File: src/rtl/palette_bank_if.sv
// CPU register bus and pixel lookup bus of the palette bank.
// master = bus decoder / pixel pipeline, slave = palette_bank.
interface palette_bank_if #(
    parameter int ADDR_W = 4
);
    logic [ADDR_W-1:0] cpu_addr;
    logic              cpu_wr;
    logic              cpu_rd;
    logic [7:0]        cpu_wdata;
    logic [7:0]        cpu_rdata;
    logic              cpu_rdata_oe;

    logic              pix_valid;
    logic [2:0]        pix_pal;
    logic [1:0]        pix_idx;
    logic              shade_valid;
    logic [1:0]        shade;
    logic [14:0]       rgb;

    modport master (
        output cpu_addr, cpu_wr, cpu_rd, cpu_wdata, pix_valid, pix_pal, pix_idx,
        input  cpu_rdata, cpu_rdata_oe, shade_valid, shade, rgb
    );

    modport slave (
        input  cpu_addr, cpu_wr, cpu_rd, cpu_wdata, pix_valid, pix_pal, pix_idx,
        output cpu_rdata, cpu_rdata_oe, shade_valid, shade, rgb
    );
endinterface

File: src/rtl/palette_bank.sv
// NUM_PAL monochrome palettes plus byte-addressed colour RAM behind an index/data port.
// Define CRAM_LOCK_EN to add the cram_lock input that blocks CRAM data-port access.
module palette_bank #(
    parameter int         NUM_PAL    = 3,
    parameter int         CRAM_BYTES = 64,
    parameter logic [7:0] PAL_RESET  = 8'h00,
    parameter int         ADDR_W     = 4
) (
    input  logic                 clk,
    input  logic                 nrst,
`ifdef CRAM_LOCK_EN
    input  logic                 cram_lock,
`endif
    palette_bank_if.slave        bus,
    output logic [8*NUM_PAL-1:0] pal_d
);
    localparam int         IDX_W    = $clog2(CRAM_BYTES);
    localparam int         NCPAL    = CRAM_BYTES / 8;
    // Index bits that live in the 7-bit field below autoinc; the rest read as 1.
    localparam logic [6:0] IDX_MASK = 7'((1 << IDX_W) - 1);

    logic [NUM_PAL-1:0][7:0] pal_q;
    logic [7:0]              cram [CRAM_BYTES];
    logic [IDX_W-1:0]        cram_idx;
    logic                    autoinc;
    logic                    locked;

    logic                    wr_idx, wr_dat, rd_go;
    logic [7:0]              rd_mux;
    logic [IDX_W-1:0]        pix_base, pix_base_hi;
    logic [1:0]              pix_shade;

`ifdef CRAM_LOCK_EN
    assign locked = cram_lock;
`else
    assign locked = 1'b0;
`endif

    assign pal_d  = pal_q;
    assign wr_idx = bus.cpu_wr && (int'(bus.cpu_addr) == NUM_PAL);
    assign wr_dat = bus.cpu_wr && (int'(bus.cpu_addr) == NUM_PAL + 1);
    // A write in the same cycle wins; the read is dropped entirely.
    assign rd_go  = bus.cpu_rd && !bus.cpu_wr;

    always_comb begin
        rd_mux = 8'hFF;
        for (int k = 0; k < NUM_PAL; k++)
            if (int'(bus.cpu_addr) == k) rd_mux = pal_q[k];
        if (int'(bus.cpu_addr) == NUM_PAL)
            rd_mux = {autoinc, (7'(cram_idx) & IDX_MASK) | ~IDX_MASK};
        if (int'(bus.cpu_addr) == NUM_PAL + 1)
            rd_mux = locked ? 8'hFF : cram[cram_idx];
    end

    always_comb begin
        pix_base    = IDX_W'((int'(bus.pix_pal) % NCPAL) * 8 + int'(bus.pix_idx) * 2);
        pix_base_hi = {pix_base[IDX_W-1:1], 1'b1};
        pix_shade   = 2'b00;
        for (int k = 0; k < NUM_PAL; k++)
            if (int'(bus.pix_pal) == k) pix_shade = pal_q[k][int'(bus.pix_idx) * 2 +: 2];
    end

    // All lookup/readback registers sample storage before this edge's write lands,
    // so a same-cycle collision returns the old value.
    always_ff @(posedge clk or negedge nrst) begin
        if (!nrst) begin
            pal_q            <= {NUM_PAL{PAL_RESET}};
            cram_idx         <= '0;
            autoinc          <= 1'b0;
            for (int i = 0; i < CRAM_BYTES; i++) cram[i] <= 8'hFF;
            bus.cpu_rdata    <= 8'hFF;
            bus.cpu_rdata_oe <= 1'b0;
            bus.shade_valid  <= 1'b0;
            bus.shade        <= 2'b00;
            bus.rgb          <= '0;
        end else begin
            for (int k = 0; k < NUM_PAL; k++)
                if (bus.cpu_wr && int'(bus.cpu_addr) == k) pal_q[k] <= bus.cpu_wdata;

            if (wr_idx) begin
                autoinc  <= bus.cpu_wdata[7];
                cram_idx <= IDX_W'(bus.cpu_wdata[6:0] & IDX_MASK);
            end
            if (wr_dat) begin
                if (!locked) cram[cram_idx] <= bus.cpu_wdata;
                if (autoinc) cram_idx <= cram_idx + 1'b1;
            end

            bus.cpu_rdata_oe <= rd_go;
            if (rd_go) bus.cpu_rdata <= rd_mux;

            bus.shade_valid <= bus.pix_valid;
            if (bus.pix_valid) begin
                bus.shade <= pix_shade;
                bus.rgb   <= {cram[pix_base_hi][6:0], cram[pix_base]};
            end
        end
    end
endmodule

File: src/flat_wrapper.sv
// flat-port wrapper written by rule: the top's interface ports become plain ports
module palette_bank_flat 
#(
    parameter int         NUM_PAL    = 3,
    parameter int         CRAM_BYTES = 64,
    parameter logic [7:0] PAL_RESET  = 8'h00,
    parameter int         ADDR_W     = 4
)
  (clk, nrst, pal_d, bus_cpu_addr, bus_cpu_wr, bus_cpu_rd, bus_cpu_wdata, bus_pix_valid, bus_pix_pal, bus_pix_idx, bus_cpu_rdata, bus_cpu_rdata_oe, bus_shade_valid, bus_shade, bus_rgb);
  palette_bank_if #(.ADDR_W(ADDR_W)) bus_i ();
  input  logic clk;
  input  logic nrst;
  output logic [8*NUM_PAL-1:0] pal_d;
  input wire logic [$bits(bus_i.cpu_addr)-1:0] bus_cpu_addr;
  input wire logic [$bits(bus_i.cpu_wr)-1:0] bus_cpu_wr;
  input wire logic [$bits(bus_i.cpu_rd)-1:0] bus_cpu_rd;
  input wire logic [$bits(bus_i.cpu_wdata)-1:0] bus_cpu_wdata;
  input wire logic [$bits(bus_i.pix_valid)-1:0] bus_pix_valid;
  input wire logic [$bits(bus_i.pix_pal)-1:0] bus_pix_pal;
  input wire logic [$bits(bus_i.pix_idx)-1:0] bus_pix_idx;
  output wire logic [$bits(bus_i.cpu_rdata)-1:0] bus_cpu_rdata;
  output wire logic [$bits(bus_i.cpu_rdata_oe)-1:0] bus_cpu_rdata_oe;
  output wire logic [$bits(bus_i.shade_valid)-1:0] bus_shade_valid;
  output wire logic [$bits(bus_i.shade)-1:0] bus_shade;
  output wire logic [$bits(bus_i.rgb)-1:0] bus_rgb;
  assign bus_i.cpu_addr = bus_cpu_addr;
  assign bus_i.cpu_wr = bus_cpu_wr;
  assign bus_i.cpu_rd = bus_cpu_rd;
  assign bus_i.cpu_wdata = bus_cpu_wdata;
  assign bus_i.pix_valid = bus_pix_valid;
  assign bus_i.pix_pal = bus_pix_pal;
  assign bus_i.pix_idx = bus_pix_idx;
  assign bus_cpu_rdata = bus_i.cpu_rdata;
  assign bus_cpu_rdata_oe = bus_i.cpu_rdata_oe;
  assign bus_shade_valid = bus_i.shade_valid;
  assign bus_shade = bus_i.shade;
  assign bus_rgb = bus_i.rgb;
  palette_bank #(.NUM_PAL(NUM_PAL), .CRAM_BYTES(CRAM_BYTES), .PAL_RESET(PAL_RESET), .ADDR_W(ADDR_W)) u_core (.clk(clk), .nrst(nrst), .bus(bus_i), .pal_d(pal_d));
endmodule
File: config.mk
export PLATFORM = sky130hd
export DESIGN_NAME = palette_bank_flat
export DESIGN_NICKNAME = d
export VERILOG_FILES = /design/src/rtl/palette_bank_if.sv /design/src/rtl/palette_bank.sv /design/src/flat_wrapper.sv
export SDC_FILE = /design/constraint.sdc
export NUM_CORES = 1
export LEC_CHECK = 0
export CAP_MARGIN = 20
export CORE_AREA = 5 5 267 269
export DETAILED_ROUTE_END_ITERATION = 12
export DIE_AREA = 0 0 272 274
export GPL_TIMING_DRIVEN = 0
export HOLD_SLACK_MARGIN = 0.1
export PLACE_DENSITY_LB_ADDON = 0.3
export SLEW_MARGIN = 20
export SYNTH_ARGS = -nofsm -noshare
export SYNTH_HDL_FRONTEND = slang
export SYNTH_SLANG_ARGS = --single-unit
File: constraint.sdc
create_clock -name clk -period 2.8 [get_ports clk]
set_input_delay 0.28 -clock clk [delete_from_list [all_inputs] [get_ports clk]]
set_output_delay 0.28 -clock clk [all_outputs]
set_load 0.02 [all_outputs]
# Yosys cells after proc, flatten, opt, wreduce, memory -nomap -nowiden
# Index checks and enable logic that the tools add are counted.
op_classes:
  add_sub_neg: 2
  n_lt_le_gt_ge: 4
  eq_ne: 6
  n_shift: 3
  mux: 23
  bitwise: 3
  reduce_logical: 10
op_table:
  columns: ["op", "n"]
  rows:
  - ["$bwmux W512", 1]
  - ["$bmux W8 S6", 3]
  - ["$mux W8", 10]
  - ["$demux W8 S6", 1]
  - ["$shiftx A8 B4 Y2", 3]
  - ["$ge A7 B7 Y1 const B", 3]
  - ["$not A6 Y7", 3]
  - ["$mux W6", 3]
  - ["$mux W7", 2]
  - ["$eq A4 B3 Y1 const B", 2]
  - ["$logic_and A1 B1 Y1", 7]
  - ["$lt A7 B1 Y1 const B", 1]
  - ["$add A6 B1 Y6 const B", 1]
  - ["$add A6 B3 Y6", 1]
  - ["$mux W2", 3]
  - ["$eq A4 B2 Y1 const B", 1]
  - ["$eq A4 B4 Y1 const B", 1]
  - ["$logic_not A4 Y1", 1]
  - ["$eq A3 B2 Y1 const B", 1]
  - ["$eq A3 B3 Y1 const B", 1]
  - ["$logic_not A3 Y1", 1]
  - ["$logic_not A1 Y1", 1]
word_totals:
  reg_bits: 570
  output_inout_bits: 51
  elab_cells: 125

# Depth between registers and ports, before layout
# Gate-level depths: netlist of the first run.
depth:
  word_depth: 6
  mapped_depth: 10

# Least setup slack after synthesis of the first run
# No wires, ideal clock.
synth_path:
  path_type: "input to register"
  start: "in bus_pix_idx[0]"
  end: "reg u_core.bus.rgb[8]"
  setup_time_ns: 0.137
  arrival_ns: 2.066
  required_time_ns: 2.663
  slack_ns: 0.597
  path_stages: 7
  path_cell_list: "clkbuf_1 > buf_6 > buf_2 > mux4_2 > mux4_2 > mux2i_1 > a21oi_1"
synth_via:
  elab_chain_len: 5
synth_rtl:
  columns: ["element", "line_no", "rtl"]
  rows:
  - ["start, declared", "flat_wrapper.sv:20", "input wire logic [$bits(bus_i.pix_idx)-1:0] bus_pix_idx;"]
  - ["$add A6 B3 Y6", "palette_bank.sv:56", "pix_base = IDX_W'((int'(bus.pix_pal) % NCPAL) * 8 + int'(bus.pix_idx) * 2);"]
  - ["$not A6 Y7 (implied by the code)", "palette_bank.sv:95", "bus.rgb <= {cram[pix_base_hi][6:0], cram[pix_base]};"]
  - ["$bmux W8 S6", "palette_bank.sv:95", null]
  - ["$mux W7 (implied by the code) (2 in a row)", "palette_bank.sv:95", null]
  - ["end signal, assigned", "palette_bank.sv:95", null]
  - ["end, declared", "palette_bank_if.sv:27", "output cpu_rdata, cpu_rdata_oe, shade_valid, shade, rgb"]
# No other way between the ends. The select of a mux whose other input is x is not followed.
# A chain may end at the register's enable or synchronous reset.

# Worst setup path after layout of the first run
layout_path:
  start: "reg u_core.cram_idx[2]"
  end: "reg u_core.bus.cpu_rdata[5]"
layout_via:
  elab_chain_len: 5
layout_rtl:
  columns: ["element", "line_no", "rtl"]
  rows:
  - ["start, declared", "palette_bank.sv:24", "logic [IDX_W-1:0] cram_idx;"]
  - ["start signal, assigned", "palette_bank.sv:82", "cram_idx <= IDX_W'(bus.cpu_wdata[6:0] & IDX_MASK);"]
  - ["start signal, assigned", "palette_bank.sv:86", "if (autoinc) cram_idx <= cram_idx + 1'b1;"]
  - ["$not A6 Y7 (implied by the code)", "palette_bank.sv:52", "rd_mux = locked ? 8'hFF : cram[cram_idx];"]
  - ["$bmux W8 S6", "palette_bank.sv:52", null]
  - ["$mux W8 (implied by the code) (2 in a row)", "palette_bank.sv:52", null]
  - ["$mux W8", "palette_bank.sv:51", "if (int'(bus.cpu_addr) == NUM_PAL + 1)"]
  - ["end signal, assigned", "palette_bank.sv:90", "if (rd_go) bus.cpu_rdata <= rd_mux;"]
  - ["end, declared", "palette_bank_if.sv:27", null]
# No other way between the ends. The select of a mux whose other input is x is not followed.

==> results of run 1 <==
layout make-up:
type / instances / area [µm²] / share of cell area (%)
diodes: 6 / 15.0 / 0.0424
well taps: 882 / 1100 / 3.12
repair buffers: 81 / 920 / 2.60
clock inverters: 23 / 310 / 0.877
plain buffers: 172 / 957 / 2.71
flip-flops and latches: 570 / 14900 / 42.2
clock buffers: 96 / 1970 / 5.56
inverters: 8 / 30.0 / 0.0849
multi-input cells: 1345 / 15200 / 42.8
kinds of logic (layout without fill, tap and decap cells):
| group | Yosys count | count (layout) |
|---|---|---|
| compound gates | 259 | 259 |
| fa+ha+maj | 1 | 1 |
| buf+inv | 182 | 380 |
| flops | 570 | 570 |
| mux | 821 | 821 |
| other cells | 0 | 6 |
| simple gates | 264 | 264 |
metal layers:
| layer | GRT usage, % | vias to the layer above | part of all wire [%] |
|---|---|---|---|
| met5 | 0 | - | 0.046 |
| met4 | 19.3 | 8 | 7.2 |
| met3 | 11.5 | 464 | 13 |
| met2 | 49.3 | 1751 | 42 |
| met1 | 45.1 | 11800 | 38 |
| li1 | - | 8384 | - |
registers in the layout, summed over array words and instances (netlist names):
register / cells
u_core.autoinc: 1
u_core.bus.cpu_rdata: 8
u_core.bus.cpu_rdata_oe: 1
u_core.bus.rgb: 15
u_core.bus.shade: 2
u_core.bus.shade_valid: 1
u_core.cram: 512
u_core.cram_idx: 6
u_core.pal_d: 24
metrics by stage:
step	instance area (µm²)	setup TNS (ns)	hold WS (ns)	setup slack, ns	instances
after floorplan	30600	0	-0.0156	0.597	2097
after global placement	32300	-9415.78	0.473	-22.78	3038
after detailed placement	32500	-207.76	0.482	-1.32	3046
after CTS	35200	-1.30	0.137	-0.341	3172
after global routing	35400	-0.0355	0.171	-0.0260	3177
final	35400	-0.267	0.146	-0.0999	3183
worst max-delay path: cells and delay by family, from the launching register on:
family | cells | cell delay, ns
compound gates | 2 | 0.33
buf+inv | 3 | 1.12
flops | 1 | 0.41
mux | 1 | 0.60
simple gates | 1 | 0.30
power breakdown:
| part | internal [mW] | leakage (nW) | switching [mW] |
|---|---|---|---|
| registers | 8.90 | 5.98 | 0.399 |
| clock network | 5.45 | 1.12 | 3.70 |
| logic | 2.01 | 6.48 | 4.22 |
repair_timing:
item / 4_1_cts / 5_1_grt
pin swaps: 4 / 0
buffers inserted: 8 / 5
gates resized for setup: 102 / 48
setup endpoints to repair: 525 / 126
hold endpoints to repair: 88 / 0
hold buffers: 1 / 0
Yosys cell counts, types with 10 or more instances:
cell,count,share of area (%)
a21oi_1,42,0.69
a221oi_1,46,1.3
a22oi_1,19,0.47
a31oi_1,12,0.25
buf_1,23,0.28
buf_2,41,0.67
clkbuf_1,99,1.2
dfrtp_1,50,4.1
dfstp_2,520,45
mux2_1,23,0.85
mux2_2,479,18
mux2i_1,93,3.0
mux4_2,226,17
nand2_1,71,0.87
nand2_2,41,0.84
nor2_1,57,0.70
nor2_4,16,0.59
nor2b_1,10,0.20
o21ai_0,71,1.2
o22ai_1,42,0.86
how the worst min path moves through the flow:
| stage | from | end | slack [ns] | depth (start not counted) |
|---|---|---|---|---|
| final | bus_pix_valid | u_core.bus.shade_valid | 0.15 | 1 |
| after global routing | bus_pix_valid | u_core.bus.shade_valid | 0.17 | 1 |
| after floorplan | nrst | u_core.autoinc | -0.02 | 0 |
| after CTS | bus_pix_valid | u_core.bus.shade_valid | 0.14 | 1 |
| after global placement | u_core.cram[40] | u_core.cram[40] | 0.47 | 2 |
| after detailed placement | u_core.cram[24] | u_core.cram[24] | 0.48 | 2 |
==> impl_results.md, run 1 <==
- Maximum vdd ir drop: 410 µV
- Commonest non-fill, non-tap cell in the layout: dfstp_2
- TritonCTS clock tree: done
- IO Pins: 73
- Worst clock skew: 0.0247 ns
- Least-Margin Pin Slew: 1.25 ns
- Gpl congestion: 1.04
- Max frequency: ~340 MHz
- First-pass GRT wire length: about 180000 µm
- CP Cell Sequence: buf_2 -> inv_2 -> clkbuf_2 -> mux2i_1 -> o22ai_1 -> nor4_2 -> a31oi_1
- Overall routed net length: around 130000 µm
- Clock buffer depth: 3
- Largest family of logic cells by synthesized area: multiplexers
- Clock root cell: clkbuf_16
- Adder-cell share of the synthesized area: less than 1%
- Die Ht: 274 µm
- Layout Nets: 2267
- Number of DRC markers in iteration 0: 3350
- Via count: 22400
- Worst reg2reg path endpoint: u_core.bus.cpu_rdata[5]
- Fillers: about 5600
- Ys Warns: 0
- Simple-gate portion of the synthesized area: slightly below 5%
- Synth Area in Compound Gates: 5.49%
- Worst min path class: input pin to flip-flop
- #FFs+latches synth: 570
- PnR worst setup slack: -0.0999 ns
- Worst r2r src: u_core.cram_idx[2]
- Setup crit end kind: flip-flop
- Area of the die: about 0.075 mm²
- Syn_nets: 2120
- Final Max Tran Viols: 0
- Die X: 272 µm
- Syn avg cell area: 14.6 µm²
- CTS H-Tree Depth: 3
- Period utilization: 104%
- Rel. slew slack: 16.4%
- Fin. Hold Viols: 0
- Most frequent cells in the layout: 520 x dfstp_2, 479 x mux2_2, 226 x mux4_2
- Leak pwr: 13.6 nW
- CP max-delay cell: clkbuf_2
- Post-DRT Antenna Nets: 0
- Synth unique cells: 64
- Clock Pin Slew Worst Setup and Hold Paths: around 0.060 ns
- Final setup fails: 7
- Mux cell area share after synthesis: 38.2%
- Mapped Cells: 2097
- Total CTS buffers: 66
- Starting Density: 44.7%
- XOR/XNOR Fraction of Synth Area: 0%
- Std cell rows: 96
- Critical Path Start: u_core.cram_idx[2]
- Number of global-route vias before repair: 22200
- Half-perimeter wire length after detailed placement: 91800 µm
- Overall Power: 24.7 mW
- Max incr delay on CP: 0.60 ns
- Worst reg-to-reg setup slack: -0.1 ns
- Clock Sinks: 570
- Post-synth ARST share: 100%
- CP Launch Type: flip-flop
- Util after Layout: 51.8%
- R2R cell count: 7
- PwrDens: around 700 mW/mm²
- Pre-antenna DRT Iters: 9
- Max Cap Viol: 0
- Crit path capture: u_core.bus.cpu_rdata[5]
- Status: finished with violations
- Final Critical Period: 2.90 ns
- # DRC: 0
- RSZ-0062 raised after global routing: yes
- Layout area overhead: 15.7%
- Failing checks: setup timing
- Number of synthesized flops with an enable pin: 0
- WP data required: ~3.3 ns
- CP Data Arrival Time: 3.39 ns
- Via density: 7.05
- Crit Path Category: flip-flop to flip-flop
- Sequential fraction of the synthesis area: 48.8%
- Pin count of the biggest net entering global routing: 105
- Post-Syn Area: 0.0306 mm²
- Total Routing Usage GR: between 30% and 40%
- Post-synth top flop: dfstp_2
- PortBufs: 59
- Antenna violations before repair: 15
- CP Max Fanout: 10
- Core ar.: 0.0683 mm²
- DR WL/cell: 40.2 µm
- GRT overflow: 0
- Fraction of layout cells with a size suffix above 1: 67.4%
- Latest clock arrival within the worst-skew pair: approximately 0.63 ns
Power figures use the tool's default switching activity.
==> inputs of run 2 (changes only) <==
--- a/config.mk
+++ b/config.mk
@@ -9,7 +9,6 @@
 export CORE_AREA = 5 5 267 269
 export DETAILED_ROUTE_END_ITERATION = 12
 export DIE_AREA = 0 0 272 274
-export GPL_TIMING_DRIVEN = 0
 export HOLD_SLACK_MARGIN = 0.1
 export PLACE_DENSITY_LB_ADDON = 0.3
 export SLEW_MARGIN = 20
==> run 2 against run 1 <==
The run now ends clean; combinational power fell by 18%; global-route usage fell by 7.1 points; register-to-register slack improved by 0.15 ns.
==> impl_results.md, run 2 (synthesized netlist as in run 1, its figures left out) <==
- Hold Path Cell Cnt: 2 (+1)
- Via density: 6.60 (-6.3%)
- Util after Layout: 51.7% (about the same)
- PortBufs: 72 (+22%)
- Worst clock skew: 0.0216 ns (-0.00307 ns)
- Non-filler cells, final: 3150 (-1.0%)
- CTS H-Tree Depth: 2 (-1)
- Commonest non-fill, non-tap cell in the layout: dfstp_2
- Starting Density: 44.7% (unchanged)
- Worst reg2reg path endpoint: u_core.bus.cpu_rdata[5]
- Post-DRT Antenna Nets: 0 (unchanged)
- WP data required: 3.33 ns (+0.04 ns)
- Max incr delay on CP: 0.68 ns (+0.08 ns)
- Worst r2r src: u_core.cram_idx[0]
- Final Critical Period: 2.75 ns (-0.145 ns)
- Total Routing Usage GR: 26.9% (-7.1 points)
- Maximum vdd ir drop: 452 µV (+10%)
- Pin count of the biggest net entering global routing: 89 (-15%)
- Area of the die: 0.0745 mm² (unchanged)
- IO Pins: 73 (unchanged)
- Antenna violations before repair: 11 (-4)
- R2R cell count: 7 (unchanged)
- Worst min-delay path startpoint: bus_cpu_wdata[4]
- # DRC: 0 (unchanged)
- Max FFs per register: 512 (unchanged)
- Least-Margin Pin Slew: 0.922 ns (-0.332 ns)
- Max frequency: 363 MHz (+5.3%)
- Via count: 20800 (-7.2%)
- Pre-antenna DRT Iters: 5 (-4)
- Fraction of layout cells with a size suffix above 1: 69.9% (+2.5 points)
- DR WL/cell: 32.1 µm (-20%)
- Worst min path class: input pin to flip-flop
- PwrDens: 647 mW/mm² (-7.3%)
- Hold Worst Slack: 0.155 ns (+0.00905 ns)
- CP Data Arrival Time: 3.29 ns (-0.10 ns)
- Std cell rows: 96 (unchanged)
- Total CTS buffers: 59 (-11%)
- Crit Path Category: flip-flop to flip-flop
- Placed cell count: 3038 (-0.26%)
- Layout Nets: 2241 (-1.1%)
- Clock Pin Slew Worst Setup and Hold Paths: 0.07 ns (about the same)
- Latest clock arrival within the worst-skew pair: 0.65 ns (+0.02 ns)
- Rel. slew slack: 38.5% (+22 points)
- Gpl congestion: 0.947 (-9.1%)
- Clock buffer depth: 3 (unchanged)
- Half-perimeter wire length after detailed placement: 70800 µm (-23%)
- Post-route setup TNS: 0 ns (+0.267 ns)
- Period utilization: 98.4% (-5.2 points)
- Die X: 272 µm (unchanged)
- Placed Area: 0.0333 mm² (+2.4%)
- GRT overflow: 0 (unchanged)
- Die Ht: 274 µm (unchanged)
- CP max-delay cell: dfrtp_4
- Reg with most FFs: u_core.cram
- Crit-path most repeated cell: buf_4
- Clock Sinks: 570 (unchanged)
- Hold path endpoint: u_core.cram[356]
- Final setup fails: 0 (-7)
- CP Cell Sequence: buf_4 -> mux4_2 -> mux2i_1 -> o22ai_1 -> nor4_2 -> buf_4 -> a31oi_1
- TritonCTS clock tree: done
- Layout area overhead: 15.6% (about the same)
- Leak pwr: 13.8 nW (+1.6%)
- Design Area, Final: 0.0354 mm² (about the same)
- RSZ-0062 raised after global routing: no
- CP Max Fanout: 10 (unchanged)
- Final Max Tran Viols: 0 (unchanged)
- Max Cap Viol: 0 (unchanged)
- Setup bufs post-CTS: 0 (-8)
- Number of global-route vias before repair: 21000 (-5.3%)
- Fin. Hold Viols: 0 (unchanged)
- Core ar.: 0.0683 mm² (unchanged)
- Clock root cell: clkbuf_16
- CP Launch Type: flip-flop
- Overall routed net length: 101000 µm (-21%)
- Status: completed
- Setup crit end kind: flip-flop
- Number of DRC markers in iteration 0: 2303 (-31%)
- Worst reg-to-reg setup slack: 0.05 ns (+0.15 ns)
- Most frequent cells in the layout: 520 x dfstp_2, 479 x mux2_2, 226 x mux4_2
- First-pass GRT wire length: 150000 µm (-16%)
run 2: changes by cell type in the layout (fill, tap and decap cells not counted), moves of 13 or more:
cell      previous run  this run
buf_12               3        34
buf_2               22         9
buf_4               25       127
clkbuf_1            96         8
clkbuf_2            13         0
run 2: power by group:
part | switching, mW | internal (mW)
registers | 0.547 | 8.91
clock network | 3.44 | 4.91
logic | 2.97 | 2.11
run 2: repair_timing:
action                                  in CTS  in global routing
hold buffers                                 1                  0
hold endpoints to repair                    48                  0
gates resized for setup                      1                  3
endpoints found under the setup margin       1                  2
run 2: worst max path at each step:
stage,start,end,slack [ns]
detailed placement,bus_cpu_addr[3],u_core.bus.cpu_rdata[1],-0.32
CTS,u_core.cram_idx[0],u_core.bus.cpu_rdata[5],0.04
finish,u_core.cram_idx[0],u_core.bus.cpu_rdata[5],0.05
global route,u_core.cram_idx[0],u_core.bus.cpu_rdata[5],0.01
floorplan,bus_pix_idx[0],u_core.bus.rgb[8],0.60
global placement,bus_cpu_addr[3],u_core.bus.cpu_rdata[1],-0.35
run 2: layout make-up:
cell class / instances / area, µm²
multi-input cells: 1345 / 14900
clock buffers: 81 / 1710
well taps: 882 / 1100
inverters: 8 / 30.0
fillers: 5562 / 33000
clock inverters: 28 / 347
flip-flops and latches: 570 / 14900
diodes: 2 / 5.00
repair buffers: 234 / 2330
run 2: per-layer routing:
metal | routed length, µm | vias to the layer above | track usage (%)
li1 | - | 8353 | -
met1 | 41400 | 11100 | 38.0
met2 | 45500 | 1140 | 40.7
met3 | 10200 | 227 | 7.11
met4 | 4000 | 4 | 9.32
met5 | 31 | - | 0
run 2: critical path: cells and delay by family, from the launching register on:
kind | cells | cell delay (ns)
buffers and inverters | 2 | 0.38
AND/OR/NAND/NOR | 1 | 0.32
multiplexers | 2 | 0.98
flip-flops | 1 | 0.68
AO/OA/AOI/OAI | 2 | 0.30
run 2: through the flow:
step | setup WS, ns | power, mW
3_5_place_dp | -0.318 | 14.5
2_1_floorplan | 0.597 | 12.2
3_3_place_gp | -0.350 | 14.5
4_1_cts | 0.0396 | 22.9
6_report | 0.0455 | 22.9
5_1_grt | 0.0142 | 23.6
